## src/rtl/mc_pkg.sv

```systemverilog
// Shared opcodes, ALU op codes, state encoding and the control bundle
// used by the multicycle controller and its output decoder.
package mc_pkg;

  localparam logic [2:0] OP_RTYPE = 3'b000;
  localparam logic [2:0] OP_LW    = 3'b001;
  localparam logic [2:0] OP_SW    = 3'b010;
  localparam logic [2:0] OP_BEQ   = 3'b011;
  localparam logic [2:0] OP_ADDI  = 3'b100;
  localparam logic [2:0] OP_J     = 3'b101;

  localparam logic [1:0] ALUOP_ADD   = 2'b00;
  localparam logic [1:0] ALUOP_SUB   = 2'b01;
  localparam logic [1:0] ALUOP_FUNCT = 2'b10;

  localparam logic [1:0] PCSRC_ALU  = 2'b00;
  localparam logic [1:0] PCSRC_OUT  = 2'b01;
  localparam logic [1:0] PCSRC_JUMP = 2'b10;

  localparam logic [1:0] SRCB_REG = 2'b00;
  localparam logic [1:0] SRCB_ONE = 2'b01;
  localparam logic [1:0] SRCB_IMM = 2'b10;
  localparam logic [1:0] SRCB_BRO = 2'b11;

  typedef enum logic [3:0] {
    FETCH,
    DECODE,
    MEMADR,
    MEMRD,
    MEMWB,
    MEMWR,
    EXECUTE,
    ALUWB,
    BEQ,
    ADDIEX,
    ADDIWB,
    JUMP
  } statetype_t;

  typedef struct packed {
    logic       mem_req;
    logic       iord;
    logic       irwrite;
    logic       pcwrite;
    logic       branch;
    logic [1:0] pcsrc;
    logic       alusrca;
    logic [1:0] alusrcb;
    logic [1:0] aluop;
    logic       regdst;
    logic       memtoreg;
    logic       regwrite;
    logic       memwrite;
    logic       instr_done;
    logic       illegal;
  } ctrl_t;

  function automatic logic op_illegal(input logic [2:0] op);
    return op[2] & op[1];
  endfunction

endpackage

```

## src/rtl/mc_outdec.sv

```systemverilog
// Combinational state-to-control decoder for the multicycle controller.
// hold squashes every enable while leaving the mux selects intact.
module mc_outdec
  import mc_pkg::*;
(
  input  statetype_t state,
  input  logic [2:0] op,
  input  logic       mem_ready,
  input  logic       hold,
  output ctrl_t      ctrl
);

  ctrl_t c;

  always_comb begin
    c = '0;
    unique case (state)
      FETCH: begin
        c.mem_req = 1'b1;
        c.alusrcb = SRCB_ONE;
        c.aluop   = ALUOP_ADD;
        c.pcsrc   = PCSRC_ALU;
        c.irwrite = mem_ready;
        c.pcwrite = mem_ready;
      end
      DECODE: begin
        c.alusrcb    = SRCB_BRO;
        c.aluop      = ALUOP_ADD;
        c.illegal    = op_illegal(op);
        c.instr_done = op_illegal(op);
      end
      MEMADR: begin
        c.alusrca = 1'b1;
        c.alusrcb = SRCB_IMM;
        c.aluop   = ALUOP_ADD;
      end
      MEMRD: begin
        c.mem_req = 1'b1;
        c.iord    = 1'b1;
      end
      MEMWB: begin
        c.memtoreg   = 1'b1;
        c.regwrite   = 1'b1;
        c.instr_done = 1'b1;
      end
      MEMWR: begin
        c.mem_req    = 1'b1;
        c.iord       = 1'b1;
        c.memwrite   = mem_ready;
        c.instr_done = mem_ready;
      end
      EXECUTE: begin
        c.alusrca = 1'b1;
        c.alusrcb = SRCB_REG;
        c.aluop   = ALUOP_FUNCT;
      end
      ALUWB: begin
        c.regdst     = 1'b1;
        c.regwrite   = 1'b1;
        c.instr_done = 1'b1;
      end
      BEQ: begin
        c.alusrca    = 1'b1;
        c.alusrcb    = SRCB_REG;
        c.aluop      = ALUOP_SUB;
        c.pcsrc      = PCSRC_OUT;
        c.branch     = 1'b1;
        c.instr_done = 1'b1;
      end
      ADDIEX: begin
        c.alusrca = 1'b1;
        c.alusrcb = SRCB_IMM;
        c.aluop   = ALUOP_ADD;
      end
      ADDIWB: begin
        c.regwrite   = 1'b1;
        c.instr_done = 1'b1;
      end
      JUMP: begin
        c.pcsrc      = PCSRC_JUMP;
        c.pcwrite    = 1'b1;
        c.instr_done = 1'b1;
      end
      default: c = '0;
    endcase
  end

  always_comb begin
    ctrl = c;
    if (hold) begin
      ctrl.mem_req    = 1'b0;
      ctrl.irwrite    = 1'b0;
      ctrl.pcwrite    = 1'b0;
      ctrl.regwrite   = 1'b0;
      ctrl.memwrite   = 1'b0;
      ctrl.branch     = 1'b0;
      ctrl.instr_done = 1'b0;
      ctrl.illegal    = 1'b0;
    end
  end

endmodule

```

## src/rtl/multicycle_ctrl.sv

```systemverilog
// Multicycle control FSM: state register and next-state logic; the
// per-state datapath controls come from mc_outdec.
module multicycle_ctrl
  import mc_pkg::*;
(
  input  logic       clk,
  input  logic       reset,
  input  logic [2:0] op,
  input  logic       mem_ready,
  output logic       mem_req,
  output logic       iord,
  output logic       irwrite,
  output logic       pcwrite,
  output logic       branch,
  output logic [1:0] pcsrc,
  output logic       alusrca,
  output logic [1:0] alusrcb,
  output logic [1:0] aluop,
  output logic       regdst,
  output logic       memtoreg,
  output logic       regwrite,
  output logic       memwrite,
  output logic       instr_done,
  output logic       illegal
);

  statetype_t state_q, state_d, dec_state;
  ctrl_t      ctrl;

  always_ff @(posedge clk) begin
    if (reset) state_q <= FETCH;
    else       state_q <= state_d;
  end

  always_comb begin
    state_d = state_q;
    unique case (state_q)
      FETCH:   if (mem_ready) state_d = DECODE;
      DECODE: begin
        unique case (op)
          OP_RTYPE:     state_d = EXECUTE;
          OP_LW, OP_SW: state_d = MEMADR;
          OP_BEQ:       state_d = BEQ;
          OP_ADDI:      state_d = ADDIEX;
          OP_J:         state_d = JUMP;
          default:      state_d = FETCH;
        endcase
      end
      MEMADR:  state_d = (op == OP_SW) ? MEMWR : MEMRD;
      MEMRD:   if (mem_ready) state_d = MEMWB;
      MEMWR:   if (mem_ready) state_d = FETCH;
      EXECUTE: state_d = ALUWB;
      ADDIEX:  state_d = ADDIWB;
      default: state_d = FETCH;
    endcase
  end

  // During reset the selects show FETCH values whatever the register holds
  assign dec_state = reset ? FETCH : state_q;

  mc_outdec u_outdec (
    .state     (dec_state),
    .op        (op),
    .mem_ready (mem_ready),
    .hold      (reset),
    .ctrl      (ctrl)
  );

  always_comb begin
    mem_req    = ctrl.mem_req;
    iord       = ctrl.iord;
    irwrite    = ctrl.irwrite;
    pcwrite    = ctrl.pcwrite;
    branch     = ctrl.branch;
    pcsrc      = ctrl.pcsrc;
    alusrca    = ctrl.alusrca;
    alusrcb    = ctrl.alusrcb;
    aluop      = ctrl.aluop;
    regdst     = ctrl.regdst;
    memtoreg   = ctrl.memtoreg;
    regwrite   = ctrl.regwrite;
    memwrite   = ctrl.memwrite;
    instr_done = ctrl.instr_done;
    illegal    = ctrl.illegal;
  end

endmodule

```

## config.mk

```make
export PLATFORM = sky130hd
export DESIGN_NAME = multicycle_ctrl
export DESIGN_NICKNAME = d
export VERILOG_FILES = /design/src/rtl/mc_pkg.sv /design/src/rtl/mc_outdec.sv /design/src/rtl/multicycle_ctrl.sv
export SDC_FILE = /design/constraint.sdc
export NUM_CORES = 1
export LEC_CHECK = 0
export CORE_AREA = 2 2 40 42
export DETAILED_ROUTE_END_ITERATION = 10
export DIE_AREA = 0 0 42 44
export PLACE_DENSITY = 0.73
export REMOVE_ABC_BUFFERS = 1
export SYNTH_ARGS = -nofsm -noshare
export SYNTH_HDL_FRONTEND = slang
export SYNTH_SLANG_ARGS = --single-unit
```

## constraint.sdc

```tcl
create_clock -name clk -period 1.76 [get_ports clk]
set_input_delay 0.176 -clock clk [delete_from_list [all_inputs] [get_ports clk]]
set_output_delay 0.176 -clock clk [all_outputs]
set_load 0.02 [all_outputs]
```

### Yosys cells after proc, flatten, opt, wreduce, memory -nomap -nowiden

Index checks and enable logic that the tools add are counted.

| storage, ports and cells | value |
|---|---|
| register bits after elaboration | 4 |
| bits in latches | 0 |
| RAM bits | 0 |
| bits in read-only memories | 0 |
| input bits | 6 |
| output and inout port bits | 18 |
| logic and storage cells | 62 |
| memories kept | 0 |

| cells by class | value |
|---|---|
| add/subtract/negate cells | 0 |
| $mul | 0 |
| div/mod/pow operators | 0 |
| order comparisons | 0 |
| equal/unequal tests | 25 |
| shift-type cells | 0 |
| muxes and demuxes | 24 |
| bitwise operators | 1 |
| reductions and logical operators | 11 |

Operators by type and width:

| operator | number |
|---|---|
| $pmux 4 s5 | 2 |
| $pmux 4 s7 | 1 |
| $eq 4x3->1 const B | 6 |
| $eq 4x4->1 const B | 5 |
| $mux 4 | 5 |
| $eq 4x2->1 const B | 4 |
| $mux 1 | 11 |
| $eq 4x1->1 const B | 2 |
| $logic_not 4->1 | 2 |
| $eq 3x2->1 const B | 2 |
| $eq 3x3->1 const B | 2 |
| $mux 3 | 2 |
| $ne 2x2->1 const B | 3 |
| $reduce_or 2->1 | 3 |
| $reduce_or 3->1 | 2 |
| $reduce_or 5->1 | 1 |
| $pmux 2 s2 | 1 |
| $reduce_or 4->1 | 1 |
| $eq 3x1->1 const B | 1 |
| $logic_not 3->1 | 1 |
| $pmux 1 s3 | 1 |
| $reduce_and 3->1 | 1 |
| $pmux 1 s2 | 1 |
| $and 1x1->1 | 1 |

### Depth between registers and ports, before layout

| logic depth | value |
|---|---|
| word-level depth | 5 |
| mapped depth | 6 |
| gate-level depth less buffers | 4 |

### Hierarchy

A second synthesis with hierarchy kept.

| second synthesis, totals | value |
|---|---|
| cells, all modules | 84 |
| area, all modules | 609.3 µm² |

Modules (own cells, without submodules):

| module | times used | cells each | area each (µm²) | seq. area each (µm²) |
|---|---|---|---|---|
| multicycle_ctrl | 1 | 41 | 322.8 | 80.1 |
| mc_outdec | 1 | 43 | 286.5 | 0.0 |

### Worst setup path after synthesis

OpenSTA, ideal clock, no wires.

| timing path | value |
|---|---|
| path kind | reg2out |
| from | reg state_q[1] |
| to | out instr_done |
| data arrival time | 1.724 ns |
| data required time | 1.584 ns |
| slack | -0.140 ns |
| cell stages (with the launch flop) | 5 |
| path buffers | 1 |
| cells stage by stage | dfxtp_1 buf_2 nand2b_1 nor4_1 o21bai_1 |

| between the ends | value |
|---|---|
| cells in the longest elaborated chain, start to end | 5 |
| elaborated cells between the ends (all ways) | 11 |
| classes of those cells | eq/ne (7); mux (3); reduce/logical (1) |

Ends and longest elaborated chain:

| what | RTL line | text |
|---|---|---|
| from (decl) | multicycle_ctrl.sv:27 | `statetype_t state_q, state_d, dec_state;` |
| from (signal assigned) | multicycle_ctrl.sv:32 | `else state_q <= state_d;` |
| $mux 4 * | multicycle_ctrl.sv:59 | `assign dec_state = reset ? FETCH : state_q;` |
| $eq 4x3->1 or $eq 4x4->1 (tied branches) | mc_outdec.sv:17 | `unique case (state)` |
| $reduce_or 5->1 (no source line) | n/a |  |
| $pmux 1 s3 * | mc_outdec.sv:17 |  |
| $mux 4 * | mc_outdec.sv:90 | `if (hold) begin` |
| to (decl) | multicycle_ctrl.sv:23 | `output logic instr_done,` |

Every way passes the cells marked *; elsewhere a longest branch is shown, timed or not.

### Worst setup path in the final report

| timing path | value |
|---|---|
| from | in reset |
| to | out memtoreg |

| between the ends | value |
|---|---|
| cells in the longest elaborated chain, start to end | 3 |

Ends and longest elaborated chain:

| what | RTL line | text |
|---|---|---|
| from (decl) | multicycle_ctrl.sv:7 | `input logic reset,` |
| $mux 4 | multicycle_ctrl.sv:59 |  |
| $eq 4x3->1 | mc_outdec.sv:17 |  |
| $mux 1 | mc_outdec.sv:17 |  |
| to (decl) | multicycle_ctrl.sv:20 | `output logic memtoreg,` |

Every way passes these cells.

==> flow_summary.json <==
{
  "final_area_um2": 922,
  "gp_congestion": 0.939,
  "syn-cell-area_um2": 518,
  "syn_area_per_cell_um2": 6.47,
  "grt_use_met3_pct": 6.67,
  "drtIter0Drc": 14,
  "track_usage_pct": 21.3,
  "p_per_area_nw_per_um2": 532,
  "final_hold_viol_count": 0,
  "synth_seq_area_share_pct": 15.5,
  "multi_input_area_um2": 417,
  "hpwl_um": 1410,
  "timing_max_transition_violations_final": 0,
  "grt_overflow": 0,
  "hold_class": "reg2reg",
  "grt_util_met2_pct": 38.4,
  "drive_above_1_share_pct": 34.1,
  "ys_ff_latch": 4,
  "outcome": "complete, no violations",
  "setup_ws_ns": 0.0251,
  "synth_cells": 80,
  "ys_types": 28,
  "reg.largest.list": "state_q: 4 flops",
  "first_pass_iters": 4,
  "fmax_mhz": 576,
  "std_cell_rows": 14,
  "dp_slack_ns": -0.425,
  "nets": 131,
  "grt-busiest-layer": "met2",
  "antenna_left": 0,
  "wl_per_cell_um": 13.8,
  "layout.cells.non_filler": 139,
  "cp_max_fo": 4,
  "worstPathArrival_ns": 1.56,
  "via_per_inst": 5.53,
  "worstSkewPairLatency_ns": 0.24,
  "portBuffers": 23,
  "fin_crit_sh_pct": 98.6,
  "syn2layout_area_growth_pct": 78.0,
  "route.vias.total": 768,
  "grt_pass1_wl_um": 2990,
  "fill_cells": 134,
  "path_class": "in2out",
  "worst_pin_slew_ns": 0.335,
  "fin_tns_setup_ns": 0,
  "yosysWarnings": 0,
  "ios": 24,
  "final_common_cell": "buf_4",
  "dp.cells": 136,
  "layout_common_cells": "buf_4 (24), nor2_1 (13), nor3_1 (7), a21oi_1 (7), dlygate4sd2_1 (7)",
  "coreArea_um2": 1420,
  "cts_buffers": 3,
  "endpoint_kind": "output pin",
  "met1_usage_pct": 24.9,
  "routed_wl_um": 1910,
  "clock-root-buffer": "clkbuf_4",
  "start_util_pct": 36.5,
  "leakage_nw": 0.432,
  "worst_slew_margin_rel_pct": 77.5,
  "largest_register_ffs": 4,
  "antenna_found_initial": 0,
  "grt_max_degree": 14,
  "route.detailed.drc": 0,
  "drv_cap": 0,
  "cts.clk_slew.worst_paths_ns": 0.04,
  "period_minus_slack_ns": 1.73,
  "seqCellArea_um2": 82.6,
  "setup_violations": 0,
  "start_kind": "input port",
  "clock-sinks": 4,
  "die_h_um": 44,
  "clock_skew_ns": 0.00460,
  "cts_hold_buf": 0,
  "clockBufferDepth": 2,
  "hold_path_depth": 3,
  "ir_drop_mv": 0.497,
  "finalHoldWorstSlack_ns": 0.641,
  "place_area_um2": 917,
  "ctsHtreeMaxLevel": 1,
  "cp.required_ns": 1.58,
  "regMostFlops": "state_q",
  "die-area_um2": 1850,
  "grt_pass1_vias": 655,
  "rsz0062_at_grt": "true",
  "antenna_cells": 0,
  "tritoncts": "yes",
  "die_w_um": 42,
  "reg2reg_depth": 6
}
==> where the power goes <==
group	switching (mW)	leakage (nW)	internal, mW	total, mW
sequential	0.0136	0.0334	0.0997	0.113
clock	0.0403	0.0138	0.0765	0.117
combinational	0.134	0.385	0.126	0.260
total	0.188	0.432	0.303	0.490
==> worst max-delay path: stages <==
cell and delay, ns:
clkdlybuf4s50_1 0.42, buf_4 0.14, or3_1 0.36, nor3_1 0.15
clkdlybuf4s15_1 0.32
==> final timing paths <==
path,slack (ns),from,endpoint
max,0.03,reset,memtoreg
min,0.64,state_q[3],state_q[0]
max reg2reg,0.14,state_q[0],state_q[1]
min reg2reg,0.64,state_q[3],state_q[0]
==> metrics by stage <==
stage	utilization [%]	power [mW]
floorplan	-	0.231
global placement	64.6	0.372
detailed placement	64.6	0.376
CTS	64.9	0.485
global route	65.0	0.518
finish	65.0	0.490
==> cells by family (layout without fill, tap and decap cells) <==
kind of cell / Yosys count / count (layout) / share of synthesized area, %
compound gates: 16 / 16 / 19.6
xor+xnor: 1 / 1 / 1.69
buf+inv: 8 / 51 / 6.76
flops: 4 / 4 / 15.5
mux: 4 / 4 / 7.73
simple gates: 47 / 47 / 48.8
==> metal layers <==
layer  up-vias  wire [µm]  share of wire [%]
met5         -          0                  0
met4         0         15               0.78
met3         2         84                4.4
met2        26        978                 51
met1       360        834                 44
li1        380          -                  -
==> timing repair <==
item	in CTS	in global routing
hold endpoints to repair	0	0
endpoints found under the setup margin	18	12
cloned	0	0
buffers inserted	0	0
pin swaps	0	0
resized for setup	29	16
==> cell type report <==
cell class | count | share of cell area, %
clock buffer | 3 | 2.44
timing repair buffer | 47 | 40.8
multi-input combinational | 68 | 45.2
sequential | 4 | 8.96
inverter | 1 | 0.407
tap | 16 | 2.17
==> Yosys cell counts (all sizes together) <==
cell    instances  share of area (%)
nor2           14                 10
a21oi           7                6.8
nor3            7                6.8
nand2b          6                7.2
nor4            5                6.0
clkbuf          4                2.9
dfxtp           4                 15
mux2i           4                7.7
nand2           4                2.9
buf             3                3.1
a31oi           2                2.4
nand3b          2                2.9
nor4b           2                3.4
o21bai          2                2.9
o311ai          2                3.4
or2             2                2.4
a211oi          1                1.4
a32oi           1                1.7
and2b           1                1.4
and3            1                1.2
inv             1               0.72
nor2b           1                1.7
o21ai           1               0.97
or3             1                1.2
or4             1                1.4
xor2            1                1.7
Power figures use the tool's default switching activity.
